--- config.mk ---
export PLATFORM = sky130hd
export DESIGN_NAME = spi_slave_core
export DESIGN_NICKNAME = d
export VERILOG_FILES = /design/src/rtl/spi_slave_core.sv
export SDC_FILE = /design/constraint.sdc
export NUM_CORES = 1
export LEC_CHECK = 0
export CORE_ASPECT_RATIO = 1.1
export CORE_MARGIN = 2
export CORE_UTILIZATION = 60
export DETAILED_ROUTE_END_ITERATION = 7
export PLACE_DENSITY = 0.8
export SLEW_MARGIN = 20
export SYNTH_ARGS = -nofsm -noshare
export SYNTH_HDL_FRONTEND = slang
export SYNTH_SLANG_ARGS = --single-unit
--- constraint.sdc ---
create_clock -name wb_clk_i -period 7.71 [get_ports wb_clk_i]
set_input_delay 2.313 -clock wb_clk_i [delete_from_list [all_inputs] [get_ports wb_clk_i]]
set_output_delay 2.313 -clock wb_clk_i [all_outputs]
set_load 0.02 [all_outputs]
--- src/rtl/spi_slave_core.sv ---
// SPI slave with TX/RX FIFOs behind a Wishbone register interface.
// SPI inputs are synchronised into wb_clk_i and edge-detected.
`timescale 1ns/1ps
module spi_slave_core #(
  parameter int DATA_W     = 8,
  parameter int FIFO_DEPTH = 4,
  parameter int CPOL       = 0,
  parameter int CPHA       = 0,
  parameter int LSB_FIRST  = 1
) (
  input  logic              wb_clk_i,
  input  logic              wb_rst_n_i,
  input  logic              wb_cyc_i,
  input  logic              wb_stb_i,
  input  logic              wb_we_i,
  input  logic [1:0]        wb_adr_i,
  input  logic [DATA_W-1:0] wb_dat_i,
  output logic [DATA_W-1:0] wb_dat_o,
  output logic              wb_ack_o,
  input  logic              spi_clk_i,
  input  logic              spi_mosi_i,
  input  logic              spi_scsn_i,
  output logic              spi_miso_o,
  output logic              spi_miso_oe,
  output logic              irq_o
);

  localparam int AW = $clog2(FIFO_DEPTH);
  localparam int CW = AW + 1;
  localparam int BW = $clog2(DATA_W);
  localparam logic IDLE_LVL = (CPOL != 0);
  localparam logic [BW-1:0] LAST_BIT = BW'(DATA_W - 1);

  typedef enum logic {ST_IDLE, ST_ACTIVE} state_t;

  state_t            state_q;
  logic [2:0]        sclk_q, csn_q;
  logic [1:0]        mosi_q;
  logic              ack_q, en_q, flush_q, rxie_q, errie_q;
  logic              rxovr_q, txur_q, abort_q, txovr_q;
  logic              irq_q, miso_q, oe_q;
  logic [DATA_W-1:0] dat_q, rx_q, tx_shift_q;
  logic [BW-1:0]     bit_cnt_q;
  logic [DATA_W-1:0] tx_mem [FIFO_DEPTH];
  logic [DATA_W-1:0] rx_mem [FIFO_DEPTH];
  logic [AW-1:0]     tx_wp_q, tx_rp_q, rx_wp_q, rx_rp_q;
  logic [CW-1:0]     tx_cnt_q, rx_cnt_q;

  logic sclk_lead, sclk_trail, csn_fall, csn_rise, sample_edge, shift_edge;
  logic active, start, leave, sample, word_done, load;
  logic tx_full, tx_empty, rx_full, rx_empty;
  logic wb_req, wr, rd, tx_push, tx_pop, rx_push, rx_pop, sr_wr, cr_wr;
  logic txovr_set, txur_set, rxovr_set, abort_set;
  logic [3:0]        sticky_clr;
  logic [BW-1:0]     rx_idx;
  logic [DATA_W-1:0] rx_d, tx_word, tx_word_sh, tx_shift_sh, sr_val, cr_val, rd_data;
  logic              tx_first, tx_out;

  // Leading edge leaves the idle level, trailing edge returns to it.
  assign sclk_lead   = (sclk_q[2] == IDLE_LVL) && (sclk_q[1] != IDLE_LVL);
  assign sclk_trail  = (sclk_q[2] != IDLE_LVL) && (sclk_q[1] == IDLE_LVL);
  assign csn_fall    = csn_q[2] & ~csn_q[1];
  assign csn_rise    = ~csn_q[2] & csn_q[1];
  assign sample_edge = (CPHA != 0) ? sclk_trail : sclk_lead;
  // In mode CPHA=0 the first bit of each word is driven at load, so the
  // trailing edge right after a word boundary must not shift again.
  assign shift_edge  = (CPHA != 0) ? sclk_lead : (sclk_trail & (bit_cnt_q != '0));

  assign active    = (state_q == ST_ACTIVE);
  assign start     = ~active & csn_fall & en_q;
  assign leave     = active & (csn_rise | ~en_q);
  assign sample    = active & ~leave & sample_edge;
  assign word_done = sample & (bit_cnt_q == LAST_BIT);
  assign load      = start | word_done;

  assign tx_full  = (tx_cnt_q == CW'(FIFO_DEPTH));
  assign tx_empty = (tx_cnt_q == '0);
  assign rx_full  = (rx_cnt_q == CW'(FIFO_DEPTH));
  assign rx_empty = (rx_cnt_q == '0);

  assign wb_req    = wb_cyc_i & wb_stb_i & ~ack_q;
  assign wr        = wb_req & wb_we_i;
  assign rd        = wb_req & ~wb_we_i;
  assign tx_push   = wr & (wb_adr_i == 2'd0) & ~tx_full;
  assign txovr_set = wr & (wb_adr_i == 2'd0) & tx_full;
  assign rx_pop    = rd & (wb_adr_i == 2'd1) & ~rx_empty;
  assign sr_wr     = wr & (wb_adr_i == 2'd2);
  assign cr_wr     = wr & (wb_adr_i == 2'd3);
  assign sticky_clr = sr_wr ? wb_dat_i[7:4] : 4'b0000;

  assign tx_pop    = load & ~tx_empty;
  assign txur_set  = load & tx_empty;
  assign rx_push   = word_done & ~rx_full;
  assign rxovr_set = word_done & rx_full;
  assign abort_set = active & csn_rise & (bit_cnt_q != '0);

  assign tx_word     = tx_empty ? '0 : tx_mem[tx_rp_q];
  assign tx_first    = (LSB_FIRST != 0) ? tx_word[0] : tx_word[DATA_W-1];
  assign tx_word_sh  = (LSB_FIRST != 0) ? (tx_word >> 1) : (tx_word << 1);
  assign tx_out      = (LSB_FIRST != 0) ? tx_shift_q[0] : tx_shift_q[DATA_W-1];
  assign tx_shift_sh = (LSB_FIRST != 0) ? (tx_shift_q >> 1) : (tx_shift_q << 1);
  assign rx_idx      = (LSB_FIRST != 0) ? bit_cnt_q : (LAST_BIT - bit_cnt_q);

  always_comb begin
    rx_d = rx_q;
    rx_d[rx_idx] = mosi_q[1];
    sr_val = '0;
    sr_val[7:0] = {txovr_q, abort_q, txur_q, rxovr_q, rx_empty, rx_full, tx_empty, tx_full};
    cr_val = '0;
    cr_val[3:0] = {errie_q, rxie_q, flush_q, en_q};
    case (wb_adr_i)
      2'd1:    rd_data = rx_empty ? '0 : rx_mem[rx_rp_q];
      2'd2:    rd_data = sr_val;
      2'd3:    rd_data = cr_val;
      default: rd_data = '0;
    endcase
  end

  always_ff @(posedge wb_clk_i) begin
    if (tx_push) tx_mem[tx_wp_q] <= wb_dat_i;
    if (rx_push) rx_mem[rx_wp_q] <= rx_d;
  end

  always_ff @(posedge wb_clk_i) begin
    if (!wb_rst_n_i) begin
      state_q    <= ST_IDLE;
      sclk_q     <= {3{IDLE_LVL}};
      csn_q      <= '1;
      mosi_q     <= '0;
      ack_q      <= 1'b0;
      dat_q      <= '0;
      en_q       <= 1'b0;
      flush_q    <= 1'b0;
      rxie_q     <= 1'b0;
      errie_q    <= 1'b0;
      rxovr_q    <= 1'b0;
      txur_q     <= 1'b0;
      abort_q    <= 1'b0;
      txovr_q    <= 1'b0;
      irq_q      <= 1'b0;
      miso_q     <= 1'b0;
      oe_q       <= 1'b0;
      bit_cnt_q  <= '0;
      rx_q       <= '0;
      tx_shift_q <= '0;
      tx_wp_q    <= '0;
      tx_rp_q    <= '0;
      rx_wp_q    <= '0;
      rx_rp_q    <= '0;
      tx_cnt_q   <= '0;
      rx_cnt_q   <= '0;
    end else begin
      sclk_q <= {sclk_q[1:0], spi_clk_i};
      csn_q  <= {csn_q[1:0], spi_scsn_i};
      mosi_q <= {mosi_q[0], spi_mosi_i};

      ack_q <= wb_req;
      dat_q <= rd ? rd_data : '0;

      flush_q <= cr_wr & wb_dat_i[1];
      if (cr_wr) begin
        en_q    <= wb_dat_i[0];
        rxie_q  <= wb_dat_i[2];
        errie_q <= wb_dat_i[3];
      end

      rxovr_q <= rxovr_set | (rxovr_q & ~sticky_clr[0]);
      txur_q  <= txur_set  | (txur_q  & ~sticky_clr[1]);
      abort_q <= abort_set | (abort_q & ~sticky_clr[2]);
      txovr_q <= txovr_set | (txovr_q & ~sticky_clr[3]);

      irq_q <= (rxie_q & ~rx_empty) | (errie_q & (rxovr_q | txur_q | abort_q | txovr_q));

      if (flush_q) begin
        tx_wp_q  <= '0;
        tx_rp_q  <= '0;
        rx_wp_q  <= '0;
        rx_rp_q  <= '0;
        tx_cnt_q <= '0;
        rx_cnt_q <= '0;
      end else begin
        if (tx_push) tx_wp_q <= tx_wp_q + 1'b1;
        if (tx_pop)  tx_rp_q <= tx_rp_q + 1'b1;
        if (rx_push) rx_wp_q <= rx_wp_q + 1'b1;
        if (rx_pop)  rx_rp_q <= rx_rp_q + 1'b1;
        tx_cnt_q <= tx_cnt_q + CW'(tx_push) - CW'(tx_pop);
        rx_cnt_q <= rx_cnt_q + CW'(rx_push) - CW'(rx_pop);
      end

      unique case (state_q)
        ST_IDLE: begin
          miso_q    <= 1'b0;
          oe_q      <= 1'b0;
          bit_cnt_q <= '0;
          if (start) begin
            state_q <= ST_ACTIVE;
            oe_q    <= 1'b1;
          end
        end
        ST_ACTIVE: begin
          if (leave) begin
            state_q   <= ST_IDLE;
            oe_q      <= 1'b0;
            miso_q    <= 1'b0;
            bit_cnt_q <= '0;
          end else if (sample) begin
            rx_q      <= rx_d;
            bit_cnt_q <= word_done ? '0 : bit_cnt_q + 1'b1;
          end else if (shift_edge) begin
            miso_q     <= tx_out;
            tx_shift_q <= tx_shift_sh;
          end
        end
        default: state_q <= ST_IDLE;
      endcase

      if (load) begin
        if (CPHA == 0) begin
          miso_q     <= tx_first;
          tx_shift_q <= tx_word_sh;
        end else begin
          tx_shift_q <= tx_word;
        end
      end
    end
  end

  assign wb_ack_o    = ack_q;
  assign wb_dat_o    = dat_q;
  assign spi_miso_o  = miso_q;
  assign spi_miso_oe = oe_q;
  assign irq_o       = irq_q;

endmodule

==> metrics.txt <==
outcome completed; WP data required 8.09 ns; Setup violations, final 0; final layout net count 474; YS warnings 0; Worst VDD drop 0.153 mV; CTS root buf clkbuf_8; Setup TNS 0 ns; cell family with most CP delay simple AND/OR/NAND/NOR gates; switching share of total power 0.204; Logic pwr share 0.022; mapped cell area 0.00542 mm²; final worst path period need 4.71 ns; P per Cell Area 241 mW/mm²; sw power 0.000311 W; area delta synth->final 16.7%; CP Launch Type input pin; Adder-Cell Fraction of Synth Area 0.0439; DR vias 3,453; Post-Synth Simple-Gate Area 0.138; die area 0.00980 mm²; hpwl dp 7420 µm; worst relative slew slack 0.606; Synth Instances 409; share of power burned in registers 0.474; first-pass GRT wire length 17,900 µm; Worst Max-Slew Pin Slew 0.589 ns; TritonCTS clock tree done; H-Tree Depth 4; Starting DRT DRC Count 262; vias in the first global route 3,553; Post-CTS Setup Repair Bufs 0; Synth Area in Compound Gates 0.0670; Crit path buffers/inverters 3; Die Ht 104 µm; Primary FF master, synth dfxtp_1; Seq/Total Area, Yosys 0.595; hold-fix buffer count after cts 0; clk_skew 0.00784 ns; Core ar. 0.00883 mm²; mux contribution to synthesized area 0.109; Post-Synth XOR/XNOR Area 0.0129; share of layout cells above drive strength 1 0.148; Max Cap Viol 0; DRT Wirelength 11,100 µm; # port buffers 29; Clock power frac 0.503; Cell Rows 36; WL/cell 19.6 µm; antenna violations before repair 0; Leak 2.16 nW; Highest Signal Layer met4; drt via density 6.10; crit-path max FO 11; GRT Total Usage 0.245; Met2 Routed Length 5680 µm; largest family of logic cells by synthesized area simple AND/OR/NAND/NOR gates; Async S/R FF share, synth 0; Syn Nets 444; Worst setup EP type register; die span in x 94.6 µm; worst skew pair latency 0.52 ns; Final Hold Fails 0; kind of critical path input pin to register; Pre-Repair DR Iteration Count 5; most frequent cells in the layout 65 x dfxtp_1, 64 x edfxtp_1, 43 x nor2_1; Final Max Tran Viols 0; Final period util 0.611; Initial Utilization 0.613; Antenna Cells 0; RSZ-0062 raised after global routing no; clock buffer depth 2; IO Pins 30; Unique masters post-synth 58; clock sink count 129; critical path's slowest cell clkdlybuf4s50_1; pin count of the biggest net entering global routing 29; commonest non-fill, non-tap cell in the layout dfxtp_1; Filler Cell Count 596; worst stage delay on the critical path 0.60 ns; met1 WL 4520 µm; CP cell instances clkdlybuf4s50_1 > and2b_1 > nor4b_4 > inv_1 > ha_1 > inv_1 > ha_1 > fa_1 > xnor2_1 > xnor2_1 > nor2_1; post_cts resized 0; DR WL met3 701 µm; DRC errors left 0; Congestion Overflow GR 0; syn avg cell area 13.2 µm²; routability congestion estimate 0.871; dpl ws 2.53 ns; Pint 0.00121 W; FF+latch count, synth 129; Worst Path Arrival 5.09 ns; worst min-delay path class register to register; setup ws final 3.00 ns; EDFF count, synth 64; TritonCTS Buffers 17; Reg clk slew, reported paths 0.06 ns; Max Freq 212 MHz; post-route antenna net violation count 0
## layer usage
layer | up-vias | global-route usage
met5 | - | 0
met4 | 0 | 0.0735
met3 | 27 | 0.0655
met2 | 138 | 0.396
met1 | 1719 | 0.325
li1 | 1569 | -
## metrics by stage
stage / util / total power [W] / area [µm²] / std cells / hold WS [ns]
after floorplan: - / 0.000751 / 5420 / 409 / 0.386
after global placement: 0.650 / 0.000768 / 5740 / 534 / 0.403
after detailed placement: 0.650 / 0.000769 / 5740 / 534 / 0.419
after CTS: 0.716 / 0.00153 / 6320 / 566 / 0.433
after global routing: 0.716 / 0.00156 / 6320 / 566 / 0.443
final: 0.716 / 0.00152 / 6320 / 566 / 0.432
## power groups by stage
stage / clock network (W) / logic (W) / registers [W]
after floorplan: 0 / 0.0000154 / 0.000736
after global placement: 0 / 0.0000320 / 0.000736
after detailed placement: 0 / 0.0000331 / 0.000736
after CTS: 0.000773 / 0.0000336 / 0.000722
after global routing: 0.000803 / 0.0000363 / 0.000722
final: 0.000766 / 0.0000337 / 0.000722
## cells by family after synthesis
logic type | count (synthesis)
buf+inv | 36
simple gates | 132
fa+ha+maj | 18
mux | 38
flops | 129
compound gates | 48
xor+xnor | 8
## Yosys cell counts (all sizes together) (3+ instances only)
master | instances | area share
buf | 14 | 0.018
a311oi | 6 | 0.0097
a211oi | 8 | 0.011
and3 | 4 | 0.0046
clkbuf | 5 | 0.0035
xnor2 | 8 | 0.013
nand3 | 10 | 0.0092
nor2 | 43 | 0.030
nor3b | 4 | 0.0055
nor3 | 5 | 0.0046
ha | 15 | 0.035
a31oi | 3 | 0.0062
edfxtp | 64 | 0.35
a32oi | 3 | 0.0049
mux2i | 13 | 0.024
nand3b | 5 | 0.0092
mux4 | 16 | 0.067
a22oi | 10 | 0.014
and2 | 18 | 0.022
nand2b | 4 | 0.0046
inv | 16 | 0.011
mux2 | 9 | 0.019
nor2b | 5 | 0.0062
or3 | 5 | 0.0060
nand4 | 3 | 0.0035
o21ai | 5 | 0.0046
a21oi | 5 | 0.0046
nand2 | 15 | 0.010
dfxtp | 65 | 0.24
## flip-flops by register name, indices dropped and copies added, names as in the netlist, 2 cells and up, named ones only
| register | flops |
|---|---|
| rx_mem | 32 |
| tx_mem | 32 |
| rx_q | 8 |
| wb_dat_o | 8 |
| tx_shift_q | 7 |
| bit_cnt_q | 3 |
| csn_q | 3 |
| rx_cnt_q | 3 |
| sclk_q | 3 |
| tx_cnt_q | 3 |
| mosi_q | 2 |
| rx_rp_q | 2 |
| rx_wp_q | 2 |
| tx_rp_q | 2 |
| tx_wp_q | 2 |
## path summary, 6_finish.rpt
check	startpoint	endpoint	slack [ns]	cells past startpoint
max	wb_adr_i[0]	tx_cnt_q[2]$_SDFF_PP0_	3.00	11
min	csn_q[0]$_SDFF_PN1_	csn_q[1]$_SDFF_PN1_	0.43	1
max reg2reg	bit_cnt_q[0]$_SDFFE_PN0P_	tx_cnt_q[2]$_SDFF_PP0_	4.63	12
min reg2reg	csn_q[0]$_SDFF_PN1_	csn_q[1]$_SDFF_PN1_	0.43	1
## cell type report
cell class / instances / area, µm² / share of cell area
clock inverter: 10 / 97.6 / 0.0154
clock buffer: 22 / 485 / 0.0768
timing repair buffer: 30 / 298 / 0.0471
multi-input combinational: 244 / 2010 / 0.318
inverter: 17 / 63.8 / 0.0101
tap: 114 / 143 / 0.0226
sequential: 129 / 3220 / 0.510
No activity file was read; power rests on OpenSTA's default activity.
